**config.mk**
```make
export PLATFORM = sky130hd
export DESIGN_NAME = simon64_96_seq_flat
export DESIGN_NICKNAME = d
export VERILOG_FILES = /design/src/rtl/simon64_96_seq_if.sv /design/src/rtl/simon64_96_seq.sv /design/src/flat_wrapper.sv
export SDC_FILE = /design/constraint.sdc
export NUM_CORES = 1
export LEC_CHECK = 0
export ABC_AREA = 1
export ABC_CLOCK_PERIOD_IN_PS = 4200
export CAP_MARGIN = 20
export CORE_MARGIN = 1.5
export CORE_UTILIZATION = 28
export DETAILED_ROUTE_END_ITERATION = 8
export SLEW_MARGIN = 25
export SYNTH_ARGS = -nofsm -noshare
export SYNTH_HDL_FRONTEND = slang
export SYNTH_SLANG_ARGS = --single-unit
```
**constraint.sdc**
```tcl
create_clock -name clk -period 4.2 [get_ports clk]
set_clock_uncertainty 0.1 [all_clocks]
set_input_delay 0.84 -clock clk [delete_from_list [all_inputs] [get_ports clk]]
set_output_delay 0.84 -clock clk [all_outputs]
set_load 0.005 [all_outputs]
```
**src/rtl/simon64_96_seq_if.sv**
```systemverilog
// Handshake bundle for the SIMON64/96 sequencer:
// key load, block in, result out, status.
interface simon64_96_seq_if;
  logic        key_valid;
  logic        key_ready;
  logic [95:0] key;
  logic        in_valid;
  logic        in_ready;
  logic        encrypt_or_decrypt;
  logic [63:0] in_text;
  logic        out_valid;
  logic        out_ready;
  logic [63:0] out_text;
  logic        key_loaded;
  logic        busy;

  modport master (
    output key_valid, key, in_valid,
    output encrypt_or_decrypt, in_text, out_ready,
    input  key_ready, in_ready, out_valid,
    input  out_text, key_loaded, busy
  );

  modport slave (
    input  key_valid, key, in_valid,
    input  encrypt_or_decrypt, in_text, out_ready,
    output key_ready, in_ready, out_valid,
    output out_text, key_loaded, busy
  );
endinterface

```
**src/rtl/simon64_96_seq.sv**
```systemverilog
// SIMON64/96 iterative sequencer, UNROLL rounds/clk.
// SIMON_KEY_CACHE_EN: keep all 42 keys, else regenerate.
module simon64_96_seq #(
  parameter int UNROLL = 1
) (
  input logic clk,
  input logic rst,
  simon64_96_seq_if.slave bus
);
  localparam logic [63:0] Z = 64'h7369f885192c0ef5;
  localparam logic [31:0] C = 32'hfffffffc;
  localparam logic [5:0] U6 = 6'(UNROLL);
  localparam logic [5:0] LAST_E = 6'(42 - UNROLL);
  localparam logic [5:0] LAST_D = 6'(UNROLL - 1);

  typedef enum logic [1:0] {
    IDLE, EXPAND, RUN, DONE
  } state_t;

  state_t r_state, w_next;

  function automatic logic [31:0] f_rnd(
    input logic [31:0] v
  );
    return ({v[30:0], v[31]} & {v[23:0], v[31:24]})
         ^ {v[29:0], v[31:30]};
  endfunction

  function automatic logic [31:0] t_ks(
    input logic [31:0] v
  );
    logic [31:0] s;
    s = {v[2:0], v[31:3]};
    return s ^ {s[0], s[31:1]};
  endfunction

  function automatic logic [63:0] rnd(
    input logic [63:0] xy,
    input logic [31:0] k,
    input logic        enc
  );
    logic [31:0] x, y;
    x = xy[63:32];
    y = xy[31:0];
    if (enc) return {y ^ f_rnd(x) ^ k, x};
    else     return {y, x ^ f_rnd(y) ^ k};
  endfunction

  logic [5:0]  r_ectr, r_rc;
  logic        r_loaded, r_enc;
  logic [31:0] r_x, r_y;
  logic [31:0] r_w0, r_w1, r_w2;
  logic [63:0] r_out;
  logic [31:0] w_knew;
  logic [63:0] w_xy;
  logic [5:0]  w_idx;
  logic        w_key_hs, w_in_hs, w_last;

`ifdef SIMON_KEY_CACHE_EN
  logic [31:0] r_ks [42];
`else
  logic [31:0] r_b0, r_b1, r_b2;
  logic [31:0] r_ka, r_kb, r_kc;
  logic [31:0] w_ka, w_kb, w_kc, w_kn;
`endif

  assign w_key_hs = bus.key_valid && (r_state == IDLE);
  assign w_in_hs  = bus.in_valid && bus.in_ready;
  assign w_last   = r_enc ? (r_rc == LAST_E)
                          : (r_rc == LAST_D);
  assign w_knew   = C ^ {31'd0, Z[r_ectr - 6'd3]}
                  ^ r_w0 ^ t_ks(r_w2);
  assign bus.out_text   = r_out;
  assign bus.key_loaded = r_loaded;

  always_comb begin
    w_next        = r_state;
    bus.key_ready = 1'b0;
    bus.in_ready  = 1'b0;
    bus.out_valid = 1'b0;
    bus.busy      = 1'b1;
    unique case (r_state)
      IDLE: begin
        bus.key_ready = 1'b1;
        bus.busy      = 1'b0;
        // a pending key always wins over a block
        bus.in_ready  = r_loaded && !bus.key_valid;
        if (bus.key_valid) w_next = EXPAND;
        else if (bus.in_valid && r_loaded) w_next = RUN;
      end
      EXPAND: if (r_ectr == 6'd41) w_next = IDLE;
      RUN:    if (w_last) w_next = DONE;
      DONE: begin
        bus.out_valid = 1'b1;
        if (bus.out_ready) w_next = IDLE;
      end
      default: w_next = IDLE;
    endcase
  end

  always_comb begin
    w_xy  = {r_x, r_y};
    w_idx = r_rc;
`ifndef SIMON_KEY_CACHE_EN
    w_ka = r_ka;
    w_kb = r_kb;
    w_kc = r_kc;
    w_kn = '0;
`endif
    for (int u = 0; u < UNROLL; u++) begin
      w_idx = r_enc ? r_rc + 6'(u) : r_rc - 6'(u);
`ifdef SIMON_KEY_CACHE_EN
      w_xy = rnd(w_xy,
        (w_idx < 6'd42) ? r_ks[w_idx] : '0, r_enc);
`else
      w_xy = rnd(w_xy, w_ka, r_enc);
      // window: enc (k[i],k[i+1],k[i+2]), dec (k[i],k[i-1],k[i-2])
      w_kn = r_enc
        ? C ^ {31'd0, Z[w_idx]} ^ w_ka ^ t_ks(w_kc)
        : C ^ {31'd0, Z[w_idx - 6'd3]} ^ w_ka ^ t_ks(w_kb);
      w_ka = w_kb;
      w_kb = w_kc;
      w_kc = w_kn;
`endif
    end
  end

  always_ff @(posedge clk) begin
    if (rst) begin
      r_state  <= IDLE;
      r_loaded <= 1'b0;
      r_ectr   <= 6'd3;
      r_rc     <= '0;
      r_enc    <= 1'b1;
      r_x      <= '0;
      r_y      <= '0;
      r_out    <= '0;
    end else begin
      r_state <= w_next;
      unique case (r_state)
        IDLE: begin
          if (w_key_hs) begin
            r_loaded <= 1'b0;
            r_ectr   <= 6'd3;
          end else if (w_in_hs) begin
            r_x   <= bus.in_text[63:32];
            r_y   <= bus.in_text[31:0];
            r_enc <= bus.encrypt_or_decrypt;
            r_rc  <= bus.encrypt_or_decrypt
                     ? 6'd0 : 6'd41;
          end
        end
        EXPAND: begin
          if (r_ectr == 6'd41) r_loaded <= 1'b1;
          else r_ectr <= r_ectr + 6'd1;
        end
        RUN: begin
          {r_x, r_y} <= w_xy;
          if (w_last) r_out <= w_xy;
          else r_rc <= r_enc ? r_rc + U6 : r_rc - U6;
        end
        default: ;
      endcase
    end
  end

  always_ff @(posedge clk) begin
    if (w_key_hs) begin
      r_w0 <= bus.key[31:0];
      r_w1 <= bus.key[63:32];
      r_w2 <= bus.key[95:64];
`ifdef SIMON_KEY_CACHE_EN
      r_ks[0] <= bus.key[31:0];
      r_ks[1] <= bus.key[63:32];
      r_ks[2] <= bus.key[95:64];
`else
      r_b0 <= bus.key[31:0];
      r_b1 <= bus.key[63:32];
      r_b2 <= bus.key[95:64];
`endif
    end else if (r_state == EXPAND) begin
      r_w0 <= r_w1;
      r_w1 <= r_w2;
      r_w2 <= w_knew;
`ifdef SIMON_KEY_CACHE_EN
      r_ks[r_ectr] <= w_knew;
`endif
    end
`ifndef SIMON_KEY_CACHE_EN
    else if (w_in_hs) begin
      r_ka <= bus.encrypt_or_decrypt ? r_b0 : r_w2;
      r_kb <= bus.encrypt_or_decrypt ? r_b1 : r_w1;
      r_kc <= bus.encrypt_or_decrypt ? r_b2 : r_w0;
    end else if (r_state == RUN) begin
      r_ka <= w_ka;
      r_kb <= w_kb;
      r_kc <= w_kc;
    end
`endif
  end
endmodule
```
**src/flat_wrapper.sv**
```systemverilog
// flat-port wrapper written by rule: the top's interface ports become plain ports
module simon64_96_seq_flat 
#(
  parameter int UNROLL = 1
)
  (clk, rst, bus_key_valid, bus_key, bus_in_valid, bus_encrypt_or_decrypt, bus_in_text, bus_out_ready, bus_key_ready, bus_in_ready, bus_out_valid, bus_out_text, bus_key_loaded, bus_busy);
  simon64_96_seq_if bus_i ();
  input logic clk;
  input logic rst;
  input wire logic [$bits(bus_i.key_valid)-1:0] bus_key_valid;
  input wire logic [$bits(bus_i.key)-1:0] bus_key;
  input wire logic [$bits(bus_i.in_valid)-1:0] bus_in_valid;
  input wire logic [$bits(bus_i.encrypt_or_decrypt)-1:0] bus_encrypt_or_decrypt;
  input wire logic [$bits(bus_i.in_text)-1:0] bus_in_text;
  input wire logic [$bits(bus_i.out_ready)-1:0] bus_out_ready;
  output wire logic [$bits(bus_i.key_ready)-1:0] bus_key_ready;
  output wire logic [$bits(bus_i.in_ready)-1:0] bus_in_ready;
  output wire logic [$bits(bus_i.out_valid)-1:0] bus_out_valid;
  output wire logic [$bits(bus_i.out_text)-1:0] bus_out_text;
  output wire logic [$bits(bus_i.key_loaded)-1:0] bus_key_loaded;
  output wire logic [$bits(bus_i.busy)-1:0] bus_busy;
  assign bus_i.key_valid = bus_key_valid;
  assign bus_i.key = bus_key;
  assign bus_i.in_valid = bus_in_valid;
  assign bus_i.encrypt_or_decrypt = bus_encrypt_or_decrypt;
  assign bus_i.in_text = bus_in_text;
  assign bus_i.out_ready = bus_out_ready;
  assign bus_key_ready = bus_i.key_ready;
  assign bus_in_ready = bus_i.in_ready;
  assign bus_out_valid = bus_i.out_valid;
  assign bus_out_text = bus_i.out_text;
  assign bus_key_loaded = bus_i.key_loaded;
  assign bus_busy = bus_i.busy;
  simon64_96_seq #(.UNROLL(UNROLL)) u_core (.clk(clk), .rst(rst), .bus(bus_i));
endmodule
```
* Word-level counts from Yosys, hierarchy flattened
Memories as Yosys holds them, arrays and structs flattened. A register that Yosys moved wholly into a read port is not among the register bits.
Index checks and enable logic that the tools add are counted.
Widths: inputs -> output; s select.
** Storage, ports and cells
- Bits in registers :: 432
- Memory bits (read-only) :: 192
- Logic and storage cells :: 131
- Memories kept :: 3
** Memories
- (name not given) :: words 64, width 1, rd ports 1, clocked after memory_dff 0, write ports 0, RTL line simon64_96_seq.sv:71 : assign w_knew = C ^ {31'd0, Z[r_ectr - 6'd3]}
- (name not given) :: words 64, width 1, rd ports 1, clocked after memory_dff 1, write ports 0, RTL line simon64_96_seq.sv:119 : ? C ^ {31'd0, Z[w_idx]} ^ w_ka ^ t_ks(w_kc)
- (name not given) :: words 64, width 1, rd ports 1, clocked after memory_dff 0, write ports 0, RTL line simon64_96_seq.sv:120 : : C ^ {31'd0, Z[w_idx - 6'd3]} ^ w_ka ^ t_ks(w_kb);
** Operators by class
- Add/sub/neg operators :: 5
- Order comparisons :: 3
- Equal/unequal tests :: 14
- Mux-type cells :: 51
- Bitwise operators :: 19
- Reductions and logical operators :: 19
** Operators with widths (number)
- $mux 32 :: 20
- $xor 32x32->32 :: 15
- $pmux 32 s2 :: 2
- $and 32x32->32 :: 2
- $mux 64 :: 1
- $mux 6 :: 9
- $pmux 6 s2 :: 2
- $lt 6x7->1 const B :: 3
- $reduce_and 3->1 :: 5
- $add 6x1->6 const B :: 2
- $eq 6x6->1 const B :: 2
- $sub 6x2->6 const B :: 2
- $mux 1 :: 10
- $mux 2 :: 5
- $ne 2x1->1 const B :: 4
- $ne 2x2->1 const B :: 4
- $pmux 2 s4 :: 1
- $reduce_and 4->1 :: 2
- $reduce_bool 2->1 :: 4
- $logic_not 6->1 :: 1
- $sub 6x1->6 const B :: 1
- $eq 2x2->1 const B :: 2
- $logic_and 1x1->1 :: 4
- $ne 3x3->1 const B :: 1
- 6 further kinds :: 7

* Logic depth before layout (Yosys ltp)
- Word-level depth :: 9
- Gate-level depth with buffers :: 20
- Mapped depth without buffers :: 20

* Worst setup path after synthesis
Ideal clock, no wire load.
- Path type :: in2reg
- From :: input port bus_key_valid
- To :: register u_core.r_w0[0], enable pin
- Setup time :: 0.901 ns
- Arrival time :: 3.066 ns
- Required time :: 3.199 ns
- Slack :: 0.133 ns
- Cell stages on the path :: 4
- Path buffers :: 2
- Path through :: nand2_1 -> buf_2 -> clkbuf_1 -> nand2_1
** Between the ends
- Longest elaborated chain between the ends :: 2
** RTL lines
- start: declaration :: RTL line flat_wrapper.sv:10 : input wire logic [$bits(bus_i.key_valid)-1:0] bus_key_valid;
- $logic_and 1x1->1 :: RTL line simon64_96_seq.sv:67 : assign w_key_hs = bus.key_valid && (r_state == IDLE);
- $reduce_bool 2->1 (no line)
- end signal: assignment :: RTL line simon64_96_seq.sv:169 : r_w0 <= bus.key[31:0];
- end signal: assignment :: RTL line simon64_96_seq.sv:182 : r_w0 <= r_w1;
- end: declaration :: RTL line simon64_96_seq.sv:52 : logic [31:0] r_w0, r_w1, r_w2;
No other way between the ends.
A chain may end at the register's enable or synchronous reset.

* Final worst setup path
- From :: input port bus_key_valid
- To :: output port bus_in_ready
** Between the ends
- Longest elaborated chain between the ends :: 3
** RTL lines
- $logic_not 1->1 :: RTL line simon64_96_seq.sv:87 : bus.in_ready = r_loaded && !bus.key_valid;
- $logic_and 1x1->1 :: RTL line simon64_96_seq.sv:87
- $mux 1 :: RTL line simon64_96_seq.sv:82 : unique case (r_state)
- end: declaration :: RTL line flat_wrapper.sv:17 : output wire logic [$bits(bus_i.in_ready)-1:0] bus_in_ready;
No other way between the ends.

==> flow_summary.json <==
{
  "grt-ovfl-total": 0,
  "cts_setup_buffers": 0,
  "worstPathArrival_ns": 2.00,
  "synth_area_leaders": "edfxtp_1, dfxtp_1, nand2_1, xnor2_1, o21ai_0",
  "timing.fmax_mhz": 340,
  "vias": 17770,
  "mostFrequentLayoutCells": "nand2_1, edfxtp_1, o21ai_0",
  "path_cells": "clkdlybuf4s50_1 > nor3_1 > clkdlybuf4s50_1",
  "ys_seq_area_share_pct": 51.6,
  "drive_above_1_share_pct": 4.74,
  "fin_crit_ns": 2.94,
  "cts_sinks": 433,
  "cp-start-kind": "input port",
  "use_met1_pct": 23.2,
  "wl_mm": 68.8,
  "crit_path_end_kind": "output port",
  "netlist_instances": 2531,
  "hpwl_mm": 48.6,
  "io_pins": 235,
  "path_common_cell": "clkdlybuf4s50_1",
  "viasPerCell": 4.68,
  "wire_per_inst_um": 18.1,
  "hold_viol_final": 0,
  "hold_ws_ns": 0.416,
  "htree_levels": 2,
  "fin_cells": 3795,
  "leakage_nw": 10.3,
  "dr.pass1.iters": 8,
  "core_area_um2": 79000,
  "gp_congestion": 0.839,
  "worstHoldPathType": "reg2reg",
  "grt_pass1_vias": 17119,
  "row_count": 103,
  "cts_tree": "done",
  "cpLargestDelayFamily": "buffers and inverters",
  "setup_tns_ns": 0,
  "clkLatencyLatePin_ns": 0.60,
  "portBuffers": 234,
  "fin_crit_sh_pct": 70.1,
  "ctsResizeCount": 0,
  "antenna_found_initial": 5,
  "initial_utilization_pct": 28.3,
  "fin_nets": 2892,
  "area_growth_pct": 22.6,
  "drt_iter0_drc": 1590,
  "tightest_slew_ns": 1.13,
  "slowest_delay_ns": 0.52,
  "grt.busiest_layer": "met2",
  "rsz0062_at_grt": "no",
  "drc": 0,
  "clk_pin_slew_ns": 0.06,
  "cap_violations": 0,
  "design.die.area_um2": 81600,
  "synth_cell_types": 34,
  "cpMaxStageDelayCell": "clkdlybuf4s50_1",
  "hold_buffers": 0,
  "clockBufferDepth": 3,
  "required_ns": 3.26,
  "grt_max_degree": 191,
  "cts_buffers": 47,
  "fillers": 8081,
  "path_max_fanout": 3,
  "grt_use_met3_pct": 2.50,
  "yosysTopAreaCellShare_pct": 38.7,
  "use_met2_pct": 26.2,
  "final_core_util_pct": 34.7,
  "syn_area_um2": 22400,
  "peakVddDrop_mv": 0.303,
  "grt_pass1_wl_mm": 104,
  "die_w_um": 286,
  "finalMaxSlewViolations": 0,
  "max_slew_margin_pct": 24.7,
  "powerDensity_nw_per_um2": 675,
  "multiInputGateArea_um2": 10000,
  "critical_path_class": "in2out",
  "status": "complete, no violations",
  "avgSynthCellArea_um2": 8.84,
  "ys_seq_elements": 433,
  "seqCellArea_um2": 11600,
  "report.final.setup_viol": 0,
  "post-place-cells": 3708,
  "synth_nets": 2716,
  "yosys.area.top_type": "edfxtp_1",
  "grt_usage_pct": 16.5,
  "worstPathBufferInverterCount": 2,
  "die_height_um": 286,
  "antenna_left": 0,
  "final_common_cell": "nand2_1",
  "ys.warnings.count": 0,
  "root_buffer": "clkbuf_16"
}
[metal layers]
layer | wire [um] | share of wire, %
met5 | 13 | 0.019
met4 | 1510 | 2.2
met3 | 3830 | 5.6
met2 | 31700 | 46
met1 | 31700 | 46
[synthesized netlist by cell type, drive strengths merged]
cell type  count
o32ai          1
edfxtp       288
nand3b         5
buf           53
fa             1
nor2         272
a21o          30
nand4          6
xnor2        197
xor2         133
nand2        691
dfxtp        145
or2            3
o211ai         7
nand3         55
and3           1
clkbuf        81
inv           81
o21ai        278
nor3           6
o2111ai        1
o31ai         65
a211oi         1
ha            18
a21oi        112
[tightest hold or removal path: stages, from the launching register on]
cell and delay [ns]:
dfxtp_1 0.31, a21oi_1 0.11, nor3_1 0.05
[worst paths after layout]
kind / start / end / slack, ns / depth (start not counted)
max reg2reg: u_core.r_rc[0] / flop / 1.30 / 18
min: u_core.r_ectr[5] / u_core.r_ectr[5] / 0.42 / 2
min reg2reg: u_core.r_ectr[5] / u_core.r_ectr[5] / 0.42 / 2
max: bus_key_valid / bus_in_ready / 1.26 / 3
[area by class of cell]
type	instances	share of cell area, %
diodes	3	0.0274
multi-input cells	1883	36.5
repair buffers	261	9.55
flip-flops and latches	433	42.1
well taps	1050	4.79
inverters	81	1.13
clock buffers	57	4.61
clock inverters	27	1.29
[per-stage QoR]
stage	setup slack, ns	power (mW)	cell area [um^2]
after floorplan	0.133	12.1	22400
after global placement	0.794	14.1	25800
after detailed placement	0.726	14.2	25800
after CTS	1.24	18.6	27400
after global routing	1.08	19.7	27400
final	1.26	18.5	27400
[logic make-up (layout without fill, tap and decap cells)]
kind of cell / count (synthesis) / in the layout / share of synthesized area (%)
AO/OA/AOI/OAI: 495 / 495 / 12.3
XOR/XNOR: 330 / 330 / 12.9
adder cells (fa/ha/maj): 19 / 19 / 1.10
buffers and inverters: 215 / 426 / 3.84
flip-flops: 433 / 433 / 51.6
other: 0 / 3 / 0
AND/OR/NAND/NOR: 1039 / 1039 / 18.3
[sequential cells by signal, indices dropped and copies added, names as in the netlist, 2 cells and up, named ones only]
| name | count |
|---|---|
| u_core.r_b0 | 32 |
| u_core.r_state | 2 |
| u_core.r_w1 | 32 |
| u_core.r_w2 | 32 |
| u_core.r_w0 | 32 |
| u_core.r_b1 | 32 |
| u_core.r_b2 | 32 |
| u_core.bus.out_text | 64 |
| u_core.r_x | 32 |
| u_core.r_y | 32 |
| u_core.r_kb | 32 |
| u_core.r_kc | 32 |
| u_core.r_rc | 6 |
| u_core.r_ka | 32 |
| u_core.r_ectr | 6 |
[power breakdown]
| part | total, mW | internal [mW] | switching (mW) |
|---|---|---|---|
| registers | 7.88 | 6.35 | 1.53 |
| clock network | 4.43 | 2.59 | 1.84 |
| logic | 6.19 | 2.64 | 3.56 |
Power figures use the tool's default switching activity.
